## src/rtl/fft_input_framer.sv

```systemverilog
// fft_input_framer: collects 8 samples from the upstream serial-to-parallel
// shift stage and presents them to the butterfly stage as one frame in
// bit-reversed index order, using a valid/ready handshake.
//
// Overlap rules:
// - A capture and a transfer may land on the same cycle. In that case the new
//   frame replaces the one being accepted and out_valid stays high.
// - A capture that finds the output still held (valid high, not accepted)
//   drops the new frame and sets the sticky overrun flag.
module fft_input_framer #(
  parameter int unsigned WIDTH = 9
) (
  input  logic             clk,
  input  logic             rstn,
  input  logic             en,
  input  logic             flush,
  input  logic [WIDTH-1:0] in1,
  input  logic [WIDTH-1:0] in2,
  input  logic [WIDTH-1:0] in3,
  input  logic [WIDTH-1:0] in4,
  input  logic [WIDTH-1:0] in5,
  input  logic [WIDTH-1:0] in6,
  input  logic [WIDTH-1:0] in7,
  input  logic [WIDTH-1:0] in8,
  input  logic             out_ready,
  output logic             out_valid,
  output logic [WIDTH-1:0] y0,
  output logic [WIDTH-1:0] y1,
  output logic [WIDTH-1:0] y2,
  output logic [WIDTH-1:0] y3,
  output logic [WIDTH-1:0] y4,
  output logic [WIDTH-1:0] y5,
  output logic [WIDTH-1:0] y6,
  output logic [WIDTH-1:0] y7,
  output logic [7:0]       frame_count,
  output logic             overrun
);

  localparam int unsigned CNT_W = 3;
  localparam int unsigned FC_W  = 8;
  localparam logic [CNT_W-1:0] CNT_LAST = CNT_W'(7);

  logic [CNT_W-1:0] sample_cnt;
  logic             load_pending;
  logic             transfer_c;
  logic             accept_c;
  logic             drop_c;

  // Handshake decode: transfer, accepted capture, dropped capture.
  always_comb begin
    transfer_c = 1'b0;
    accept_c   = 1'b0;
    drop_c     = 1'b0;
    transfer_c = out_valid & out_ready;
    accept_c   = load_pending & (~out_valid | out_ready);
    drop_c     = load_pending & out_valid & ~out_ready;
  end

  // Sample counter; load_pending flags the cycle after the 8th sample.
  // The upstream taps update on the same edge that sets load_pending.
  always_ff @(posedge clk) begin
    if (!rstn) begin
      sample_cnt   <= '0;
      load_pending <= 1'b0;
    end else if (flush) begin
      sample_cnt   <= '0;
      load_pending <= 1'b0;
    end else begin
      if (en) begin
        sample_cnt <= sample_cnt + CNT_W'(1);
      end
      load_pending <= en && (sample_cnt == CNT_LAST);
    end
  end

  // Frame register: bit-reversed capture of the taps, only on an accepted capture.
  always_ff @(posedge clk) begin
    if (!rstn) begin
      y0 <= '0;
      y1 <= '0;
      y2 <= '0;
      y3 <= '0;
      y4 <= '0;
      y5 <= '0;
      y6 <= '0;
      y7 <= '0;
    end else if (accept_c) begin
      y0 <= in1;
      y1 <= in5;
      y2 <= in3;
      y3 <= in7;
      y4 <= in2;
      y5 <= in6;
      y6 <= in4;
      y7 <= in8;
    end
  end

  // Valid flag: set by a capture, cleared by a transfer without a new capture.
  always_ff @(posedge clk) begin
    if (!rstn) begin
      out_valid <= 1'b0;
    end else if (accept_c) begin
      out_valid <= 1'b1;
    end else if (transfer_c) begin
      out_valid <= 1'b0;
    end
  end

  // Delivered-frame counter; wraps naturally at 8 bits.
  always_ff @(posedge clk) begin
    if (!rstn) begin
      frame_count <= '0;
    end else if (transfer_c) begin
      frame_count <= frame_count + FC_W'(1);
    end
  end

  // Sticky overrun: a completed frame found the output still held.
  always_ff @(posedge clk) begin
    if (!rstn) begin
      overrun <= 1'b0;
    end else if (drop_c) begin
      overrun <= 1'b1;
    end
  end

endmodule

```

## config.mk

```make
export PLATFORM = sky130hd
export DESIGN_NAME = fft_input_framer
export DESIGN_NICKNAME = d
export VERILOG_FILES = /design/src/rtl/fft_input_framer.sv
export SDC_FILE = /design/constraint.sdc
export NUM_CORES = 1
export LEC_CHECK = 0
export CAP_MARGIN = 20
export CORE_MARGIN = 2
export CORE_UTILIZATION = 40
export DETAILED_ROUTE_END_ITERATION = 7
export PLACE_DENSITY = 0.88
export SLEW_MARGIN = 20
export SYNTH_ARGS = -nofsm -noshare
export SYNTH_HDL_FRONTEND = slang
export SYNTH_SLANG_ARGS = --single-unit
```

## constraint.sdc

```tcl
create_clock -name clk -period 1.75 [get_ports clk]
set_input_delay 0.35 -clock clk [delete_from_list [all_inputs] [get_ports clk]]
set_output_delay 0.35 -clock clk [all_outputs]
set_load 0.1 [all_outputs]
```

==> metrics.txt, run 1 <==
clock skew between 0.009 and 0.01 ns; hold crit path type reg -> reg; Synth Instances roughly 390; DRC Markers 0; port bufs ~160; crit path capture y4[1]$_SDFFE_PN0P_; syn avg cell area about 8.4 um2; largest net degree at the start of global routing 48; routability cong. between 0.7 and 0.8; reg-to-reg slack, setup 0.35 ns; Detail Placement HPWL between 8000 and 9000 um; final core occ 0.772; status finished, final reports clean; Worst R2R Path Depth 4; initial core utilization 0.419; grt ovf 0; sequential share of the synthesized area 0.526; Area growth, synth to finish 84.3%; Worst Setup Start Kind input port; via count about 3600; fmax between 0.6 and 0.7 GHz; reg2reg end frame_count[6]$_SDFFE_PN0P_; Tcrit/Tclk final 0.825; CP required 2.02 ns; Worst Hold Depth 2; Critical Path Fanout Max 20; max-cap violations 0; Post CTS Setup Buffer Count 0; H-Tree Depth 3; DR WL/cell roughly 17 um; Post-Synthesis Net Count about 470; share of post-route cells with drive strength above 1 0.229; #FFs+latches synth 86; Post-Syn Area between 0.003 and 0.004 mm2; Worst R2R Start frame_count[0]$_SDFFE_PN0P_; CTS root buf clkbuf_8; post-CTS sizing 0; Final Max Tran Viols 0; Clock Path Buffers 2; Power Density around 600 mW/mm2; number of global-route vias before repair 3674; Initial DRC Count approximately 210; delay-heaviest family, CP buffers and inverters; hold buffer count at cts 0; critical path's largest stage delay around 0.48 ns; top cell type's share of synthesized area 0.526; critical path type in -> reg; yosys warns 0; ANT cells 0; GRT Overall Usage 0.253; die area ~0.0089 mm2; Most used DFF post-synth dfxtp_1; TritonCTS clock tree built; worst-path cell chain clkdlybuf4s50_1 -> buf_4 -> nor2b_4 -> buf_4 -> o21ai_0 -> a21oi_1; min Tclk post-route between 1 and 1.5 ns; global-route wire length before repair 17700 um; RSZ-0062 raised after global routing no; Post-synth EDFFs 0; most frequent cell after synthesis dfxtp_1; slowest stage cell, crit path clkdlybuf4s50_1; DRT Pass-1 Iters 4; WL final approximately 11000 um; Final ANT Viol Nets 0; DR vias/cell 5.55; Fin. Hold Viols 0; Slew @ Worst Pin 0.385 ns; post-synth top area cell dfxtp_1; clock slew at reported path FFs ~0.080 ns; crit end category flip-flop; Synth async-reset ratio 0; top cells by count, synth dfxtp_1, a21oi_1, nand3_1, o21ai_0, clkbuf_1; Area contributors post-synth dfxtp_1, a21oi_1, nand3_1, o21ai_0, buf_2; most frequent CP cell buf_4; Max VDD drop around 0.40 mV; core area 0.00781 mm2; Num CTS Buffers 9; Setup Viol. Count Final 0; post-synth cell types 22; crit path buf inv count 3; Leakage ~2.1 nW; Die Ht about 94 um; Clock Latency Late Sink 0.35 ns; Setup crit start out_ready; cell count along the critical path 6; antenna violations before repair 0; # nets final 616; Crit path arrival time approximately 1.7 ns; num rows 32; IO Pins between 150 and 200; Die X-Extent roughly 94 um; Slew HR 0.744; Fin Hold WS 0.511 ns; CTS sink cnt 86
layout make-up:
class                      count  area (um2)
inverter                       3        11.3
fill                         510        1780
clock inverter                 3        42.5
clock buffer                  13         159
tap                          102         128
sequential                    86        1730
multi-input combinational    263        1380
timing repair buffer         173        2580
worst register-to-register path: stages (launching register included):
cell and delay [ns]:
dfxtp_2 0.42, ha_1 0.20, inv_1 0.06, or4_1 0.49, a21oi_1 0.16
power breakdown:
group | internal, mW | switching (mW)
clock | 0.738 | 0.677
sequential | 1.96 | 0.00114
combinational | 0.166 | 0.0699
worst min-delay path by stage:
stage,startpoint,to,slack (ns)
global placement,sample_cnt[2]$_SDFFE_PP0P_,sample_cnt[2]$_SDFFE_PP0P_,0.48
CTS,frame_count[5]$_SDFFE_PN0P_,frame_count[5]$_SDFFE_PN0P_,0.51
detailed placement,frame_count[5]$_SDFFE_PN0P_,frame_count[5]$_SDFFE_PN0P_,0.50
finish,frame_count[5]$_SDFFE_PN0P_,frame_count[5]$_SDFFE_PN0P_,0.51
global route,frame_count[5]$_SDFFE_PN0P_,frame_count[5]$_SDFFE_PN0P_,0.53
floorplan,en,load_pending$_SDFF_PP0_,0.46
cells in the final DEF, fill, tap and decap left out, drive strengths merged, types with 2 or more instances in the layout:
cell type	instances
buf	97
dfxtp	86
a21oi	80
nand3	78
clkdlybuf4s50	76
o21ai	74
clkbuf	13
nor2	7
nand2	5
o31ai	3
or4	3
ha	3
inv	3
or3	2
xor2	2
mux2i	2
nand2b	2
per-layer routing:
metal  routed length (um)  GRT usage  share of wire
met1                 4130      0.272           0.37
met2                 6020      0.473           0.54
met3                  763     0.0686          0.068
met4                  242     0.0906          0.022
met5                    0          0              0
state kept, by name, summed over array words and instances (netlist names), 3 cells and up:
| signal | count |
|---|---|
| y3 | 9 |
| sample_cnt | 3 |
| y6 | 9 |
| y2 | 9 |
| frame_count | 8 |
| y0 | 9 |
| y5 | 9 |
| y1 | 9 |
| y7 | 9 |
| y4 | 9 |
metrics by stage:
stage	area (um2)	instances	worst slack, ns	TNS (ns)	power, mW
6_report	6030	643	0.306	0	3.61
5_1_grt	6030	643	0.217	0	3.74
4_1_cts	6030	643	0.334	0	3.64
3_5_place_dp	5830	627	-0.0278	-0.113	2.24
3_3_place_gp	5830	627	0.0524	0	2.23
2_1_floorplan	3280	391	0.0119	0	2.04
kinds of logic (layout without fill, tap and decap cells):
logic type,Yosys count,after routing,synth area share
buffers and inverters,42,192,0.0547
AND/OR/NAND/NOR,98,98,0.151
flip-flops,86,86,0.526
multiplexers,2,2,0.00612
AO/OA/AOI/OAI,157,157,0.242
XOR/XNOR,3,3,0.00803
adder cells (fa/ha/maj),3,3,0.0115
(Power assumes the default switching activity.)
==> run 2: changes to the inputs <==
==> constraint.sdc (replaced) <==
create_clock -name clk -period 1.4 [get_ports clk]
set_input_delay 0.28 -clock clk [delete_from_list [all_inputs] [get_ports clk]]
set_output_delay 0.28 -clock clk [all_outputs]
set_load 0.1 [all_outputs]
==> run 2 against run 1 <==
  * Sequential cell count unchanged
  * Highest routed layer unchanged
  * Combinational power up 23%
  * Non-clock buffer count unchanged
  * Via count down 0.78%
  * Critical endpoint is now y7[5]$_SDFFE_PN0P_
  * Wire length down 3.2%
  * Largest cell class unchanged
==> metrics.txt, run 2 (synthesis gave the netlist of run 1 again) <==
P_sw 955 uW (+28%); Worst Setup Start Kind flip-flop; final core occ 0.780 (+0.00769); # nets final 616 (unchanged); most common cell after layout, fill and taps aside buf_12; hold crit path type in -> reg; Worst R2R Path Depth 4 (unchanged); via count 3540 (-0.78%); Crit path arrival time 1.55 ns (-0.16 ns); Worst Hold Depth 3 (+1); Critical Path Fanout Max 50 (+150%); antenna violations before repair 0 (unchanged); Initial DRC Count 163 (-24%); Area growth, synth to finish 86.2%; design area 0.00609 mm2 (+1.0%); clock slew at reported path FFs 0.09 ns (about the same); number of global-route vias before repair 3547 (-3.5%); Clock Path Buffers 2 (unchanged); Die Ht 94.4 um (unchanged); crit path capture y7[5]$_SDFFE_PN0P_; share of post-route cells with drive strength above 1 0.238 (+0.00924); Tcrit/Tclk final 0.916; routability cong. 0.853 (+11%); num rows 32 (unchanged); combinational power share 0.066 (about the same); RSZ-0062 raised after global routing no; initial core utilization 0.419 (unchanged); IO Pins 159 (unchanged); Detail Placement HPWL 7700 um (-4.4%); P_int 3.43 mW (+20%); reg-to-reg slack, setup 0.12 ns (-0.23 ns); Power Density 720 mW/mm2 (+20%); Leakage 2.10 nW (+0.22%); DR top layer met4; DR WL/cell 16.8 um (-3.2%); CTS sink cnt 86 (unchanged); Final ANT Viol Nets 0 (unchanged); crit end category flip-flop; DP Worst Slack -0.335 ns (-0.307 ns); DR vias/cell 5.51 (-0.78%); TritonCTS clock tree built; Slew @ Worst Pin 0.463 ns (+0.0784 ns); Die X-Extent 94.4 um (unchanged); max-cap violations 0 (unchanged); wl on met1 4070 um (-1.3%); multi-input logic area 0.00140 mm2 (+1.4%); core area 0.00781 mm2 (unchanged); fmax just under 0.8 GHz; Final Max Tran Viols 0 (unchanged); worst-path cell chain inv_2 -> buf_4 -> o21ai_0 -> a21oi_1; fill count 516 (+1.2%); reg2reg end y7[5]$_SDFFE_PN0P_; hold buffer count at cts 0 (unchanged); DRC Markers 0 (unchanged); Max VDD drop 0.446 mV (+13%); H-Tree Depth 3 (unchanged); Setup Viol. Count Final 0 (unchanged); Fin Hold WS 0.490 ns (-0.0206 ns); DRT Pass-1 Iters 4 (unchanged); die area 0.00892 mm2 (unchanged); port bufs 158 (unchanged); Clock Latency Late Sink 0.34 ns (about the same); commonest non-fill, non-tap cells in the layout buf_12, a21oi_1, nand3_1; Power, Total 4.39 mW (+22%); critical path type reg -> reg; dpl cell area 0.00590 mm2 (+1.2%); worst setup margin 0.118 ns (-0.188 ns); clock power share 0.380 (-0.012); ANT cells 0 (unchanged); min Tclk post-route between 1 and 1.5 ns; Sw Ratio 0.218 (+0.0104); Num CTS Buffers 9 (unchanged); CP required 1.67 ns (-0.35 ns); grt ovf 0 (unchanged); register area 0.00175 mm2 (+1.3%); clock skew 0.00946 ns (-0.000288 ns); WL final 10800 um (-3.2%); GRT Overall Usage 0.238 (-0.0149); met2 wire length 5810 um (-3.5%); Setup crit start load_pending$_SDFF_PP0_; CTS root buf clkbuf_8; global-route wire length before repair 16900 um (-4.4%); Fin. Hold Viols 0 (unchanged); status finished, final reports clean; Slew HR 0.691 (-0.0523); wire length on met3 821 um (+7.6%); largest net degree at the start of global routing 57 (+19%); Worst R2R Start load_pending$_SDFF_PP0_; critical path's largest stage delay 0.38 ns (-0.10 ns); Reg power frac 0.554 (+0.012); slowest stage cell, crit path buf_4
run 2: metal layers:
| layer | vias up | GRT usage |
|---|---|---|
| li1 | 1686 | - |
| met1 | 1706 | 0.268 |
| met2 | 137 | 0.444 |
| met3 | 11 | 0.0615 |
| met4 | 0 | 0.0628 |
| met5 | - | 0 |
run 2: worst min-delay path by stage:
stage | startpoint | to | slack, ns
5_1_grt | in2[1] | y4[1]$_SDFFE_PN0P_ | 0.49
3_5_place_dp | frame_count[7]$_SDFFE_PN0P_ | frame_count[7]$_SDFFE_PN0P_ | 0.49
2_1_floorplan | en | load_pending$_SDFF_PP0_ | 0.39
4_1_cts | in2[1] | y4[1]$_SDFFE_PN0P_ | 0.48
3_3_place_gp | sample_cnt[2]$_SDFFE_PP0P_ | sample_cnt[2]$_SDFFE_PP0P_ | 0.48
6_report | in2[1] | y4[1]$_SDFFE_PN0P_ | 0.49
run 2: area by class of cell:
| cell class | instances | area share |
|---|---|---|
| clock buffers | 12 | 0.0271 |
| multi-input cells | 263 | 0.230 |
| flip-flops and latches | 86 | 0.288 |
| inverters | 3 | 0.00185 |
| well taps | 102 | 0.0210 |
| clock inverters | 4 | 0.00493 |
| repair buffers | 173 | 0.427 |
run 2: worst max-delay path, delay by kind of cell, from the launching register on:
family / cells / cell delay [ns]
buffers and inverters: 2 / 0.43
AOI/OAI and AO/OA: 2 / 0.40
DFF: 1 / 0.35
run 2: timing repair:
| action | CTS | global route |
|---|---|---|
| setup endpoints to repair | 1 | 0 |
| setup buffers | 0 | 0 |
| gates resized for setup | 1 | 0 |
run 2: through the flow:
stage / cells / setup TNS [ns]
2_1_floorplan: 391 / 0
6_report: 643 / 0
3_3_place_gp: 627 / -13.54
4_1_cts: 643 / 0
3_5_place_dp: 627 / -19.95
5_1_grt: 643 / 0
run 2: power groups by stage:
stage	logic, mW	registers (mW)	clock network, mW
2_1_floorplan	0.0419	2.49	0
3_3_place_gp	0.281	2.49	0
3_5_place_dp	0.289	2.49	0
4_1_cts	0.291	2.43	1.71
5_1_grt	0.307	2.43	1.82
6_report	0.290	2.43	1.66
==> run 3: changes to the inputs <==
--- a/config.mk
+++ b/config.mk
@@ -7,10 +7,11 @@
 export LEC_CHECK = 0
 export CAP_MARGIN = 20
 export CORE_MARGIN = 2
-export CORE_UTILIZATION = 40
+export CORE_UTILIZATION = 25
 export DETAILED_ROUTE_END_ITERATION = 7
-export PLACE_DENSITY = 0.88
+export PLACE_DENSITY = 0.63
 export SLEW_MARGIN = 20
 export SYNTH_ARGS = -nofsm -noshare
 export SYNTH_HDL_FRONTEND = slang
 export SYNTH_SLANG_ARGS = --single-unit
+export TNS_END_PERCENT = 20
==> run 3 against run 2 <==
  * Wire length rose by 2.6%
  * Power rose by 14%
  * Critical path depth did not move
  * Hold slack got worse by 0.036 ns
  * Highest routed layer unchanged
  * Sequential power barely moved
  * Sequential share of layout area fell by 0.82 points
==> metrics.txt, run 3 (synthesis gave the netlist of run 1 again) <==
status finished, final reports clean; min Tclk post-route 1.26 ns (-0.0184 ns); Setup Viol. Count Final 0 (unchanged); via count 3493 (-1.3%); TritonCTS clock tree built; DR WL/cell 15.6 um (-7.2%); Worst Setup Start Kind flip-flop; critical path type reg -> reg; CTS sink cnt 86 (unchanged); multi-input logic area 0.00140 mm2 (unchanged); H-Tree Depth 3 (unchanged); hold crit path type in -> reg; min-delay src out_ready; RSZ-0062 raised after global routing no; ANT cells 0 (unchanged); Slew @ Worst Pin 0.493 ns (+0.0296 ns); Die X-Extent 118 um (+25%); Crit path arrival time 1.52 ns (-0.03 ns); Critical Path Fanout Max 5 (-90%); initial core utilization 0.257 (-0.162); Clock Path Buffers 2 (unchanged); Initial DRC Count 307 (+88%); die area 0.0140 mm2 (+57%); GRT Overall Usage 0.158 (-0.0794); Leakage 2.14 nW (+2.1%); Detail Placement HPWL 7850 um (+2.0%); grt ovf 0 (unchanged); DP Worst Slack -0.361 ns (-0.0257 ns); share of post-route cells with drive strength above 1 0.232 (-0.00654); post-route setup TNS 0 ns (unchanged); design area 0.00627 mm2 (+2.9%); commonest non-fill, non-tap cells in the layout buf_12, a21oi_1, nand3_1; most common cell after layout, fill and taps aside buf_12; Fin Hold WS 0.454 ns (-0.0357 ns); Num CTS Buffers 9 (unchanged); final core occ 0.493 (-0.287); Die Ht 118 um (+25%); Worst Hold Depth 3 (unchanged); max-cap violations 0 (unchanged); Final Max Tran Viols 0 (unchanged); WL final 11100 um (+2.6%); # nets final 616 (unchanged); DR vias/cell 4.91 (-11%); antenna violations before repair 0 (unchanged); post-route non-filler standard cell count 711 (+11%); number of global-route vias before repair 3487 (-1.7%); global-route wire length before repair 18000 um (+6.0%); worst setup margin 0.136 ns (+0.0184 ns); Power Density 800 mW/mm2 (+11%); Clock Latency Late Sink 0.33 ns (about the same); DRC Markers 0 (unchanged); dpl cell area 0.00598 mm2 (+1.5%); reg2reg end frame_count[6]$_SDFFE_PN0P_; Fin. Hold Viols 0 (unchanged); fill count 1175 (+130%); num rows 41 (+28%); Cells after DPL 697 (+11%); register area 0.00175 mm2 (unchanged); clock skew 0.00557 ns (-0.00389 ns); Worst R2R Path Depth 4 (unchanged); port bufs 158 (unchanged); DRT Pass-1 Iters 4 (unchanged); Post CTS Setup Buffer Count 0 (unchanged); CTS root buf clkbuf_16; Final ANT Viol Nets 0 (unchanged); crit end category flip-flop; clock slew at reported path FFs 0.06 ns (-0.03 ns); Hold EP frame_count[1]$_SDFFE_PN0P_; Slew HR 0.672 (-0.0198); Power, Total 5.02 mW (+14%); core area 0.0127 mm2 (+63%); Worst R2R Start frame_count[0]$_SDFFE_PN0P_; routability cong. 0.778 (-8.8%); Max VDD drop 0.419 mV (-6.1%); CP required 1.66 ns (about the same); fmax 0.791 GHz (+1.5%); Tcrit/Tclk final 0.903 (-0.0132); Area growth, synth to finish 91.6%; reg-to-reg slack, setup 0.14 ns (+0.02 ns); largest net degree at the start of global routing 53 (-7.0%); IO Pins 159 (unchanged)
==> run 3: cell types whose count changed in the layout (fill, tap and decap cells not counted) <==
| cell | change |
|---|---|
| clkbuf_1 | +2 |
| clkbuf_16 | +10 |
| clkbuf_8 | -10 |
| clkinv_2 | -1 |
| clkinv_4 | -2 |
| clkinvlp_4 | -1 |
==> run 3: critical path, cell delays in order (launching register included) <==
cell     delay, ns
dfxtp_4       0.40
ha_4          0.15
inv_1         0.04
or4_1         0.46
a21oi_1       0.13
==> run 3: timing repair <==
item | 4_1_cts | 5_1_grt
resized for setup | 1 | 0
setup endpoints to repair | 7 | 0
hold buffers | 0 | 0
==> run 3: layout make-up <==
type	count	area share
Timing Repair Buffer	173	0.415
Sequential cell	86	0.280
Multi-Input combinational cell	263	0.224
Clock buffer	14	0.0455
Tap cell	172	0.0343
Inverter	3	0.00180
==> run 3: power breakdown <==
part | switching, mW | total, mW | internal, mW
Clock | 0.903 | 2.29 | 1.39
Combinational | 0.0845 | 0.289 | 0.205
Sequential | 0.00134 | 2.43 | 2.43
Total | 0.989 | 5.02 | 4.03
==> run 3: worst max-delay path by stage <==
stage                             endpoint                         from  cells past startpoint
2_1_floorplan  frame_count[6]$_SDFFE_PN0P_  frame_count[1]$_SDFFE_PN0P_                      4
3_3_place_gp   frame_count[7]$_SDFFE_PN0P_                    out_ready                      4
3_5_place_dp            y4[2]$_SDFFE_PN0P_                    out_ready                      6
4_1_cts        frame_count[6]$_SDFFE_PN0P_  frame_count[0]$_SDFFE_PN0P_                      4
5_1_grt                 y4[5]$_SDFFE_PN0P_       out_valid$_SDFFE_PN0P_                      4
6_report       frame_count[6]$_SDFFE_PN0P_  frame_count[0]$_SDFFE_PN0P_                      4
==> run 3: metal layers <==
metal	GRT usage	vias up	wire length [um]	part of all wire
li1	-	1683	-	-
met2	0.262	117	5330	0.48
met1	0.189	1676	4780	0.43
met4	0.0685	0	238	0.021
met5	0	-	0	0
met3	0.0487	17	718	0.065
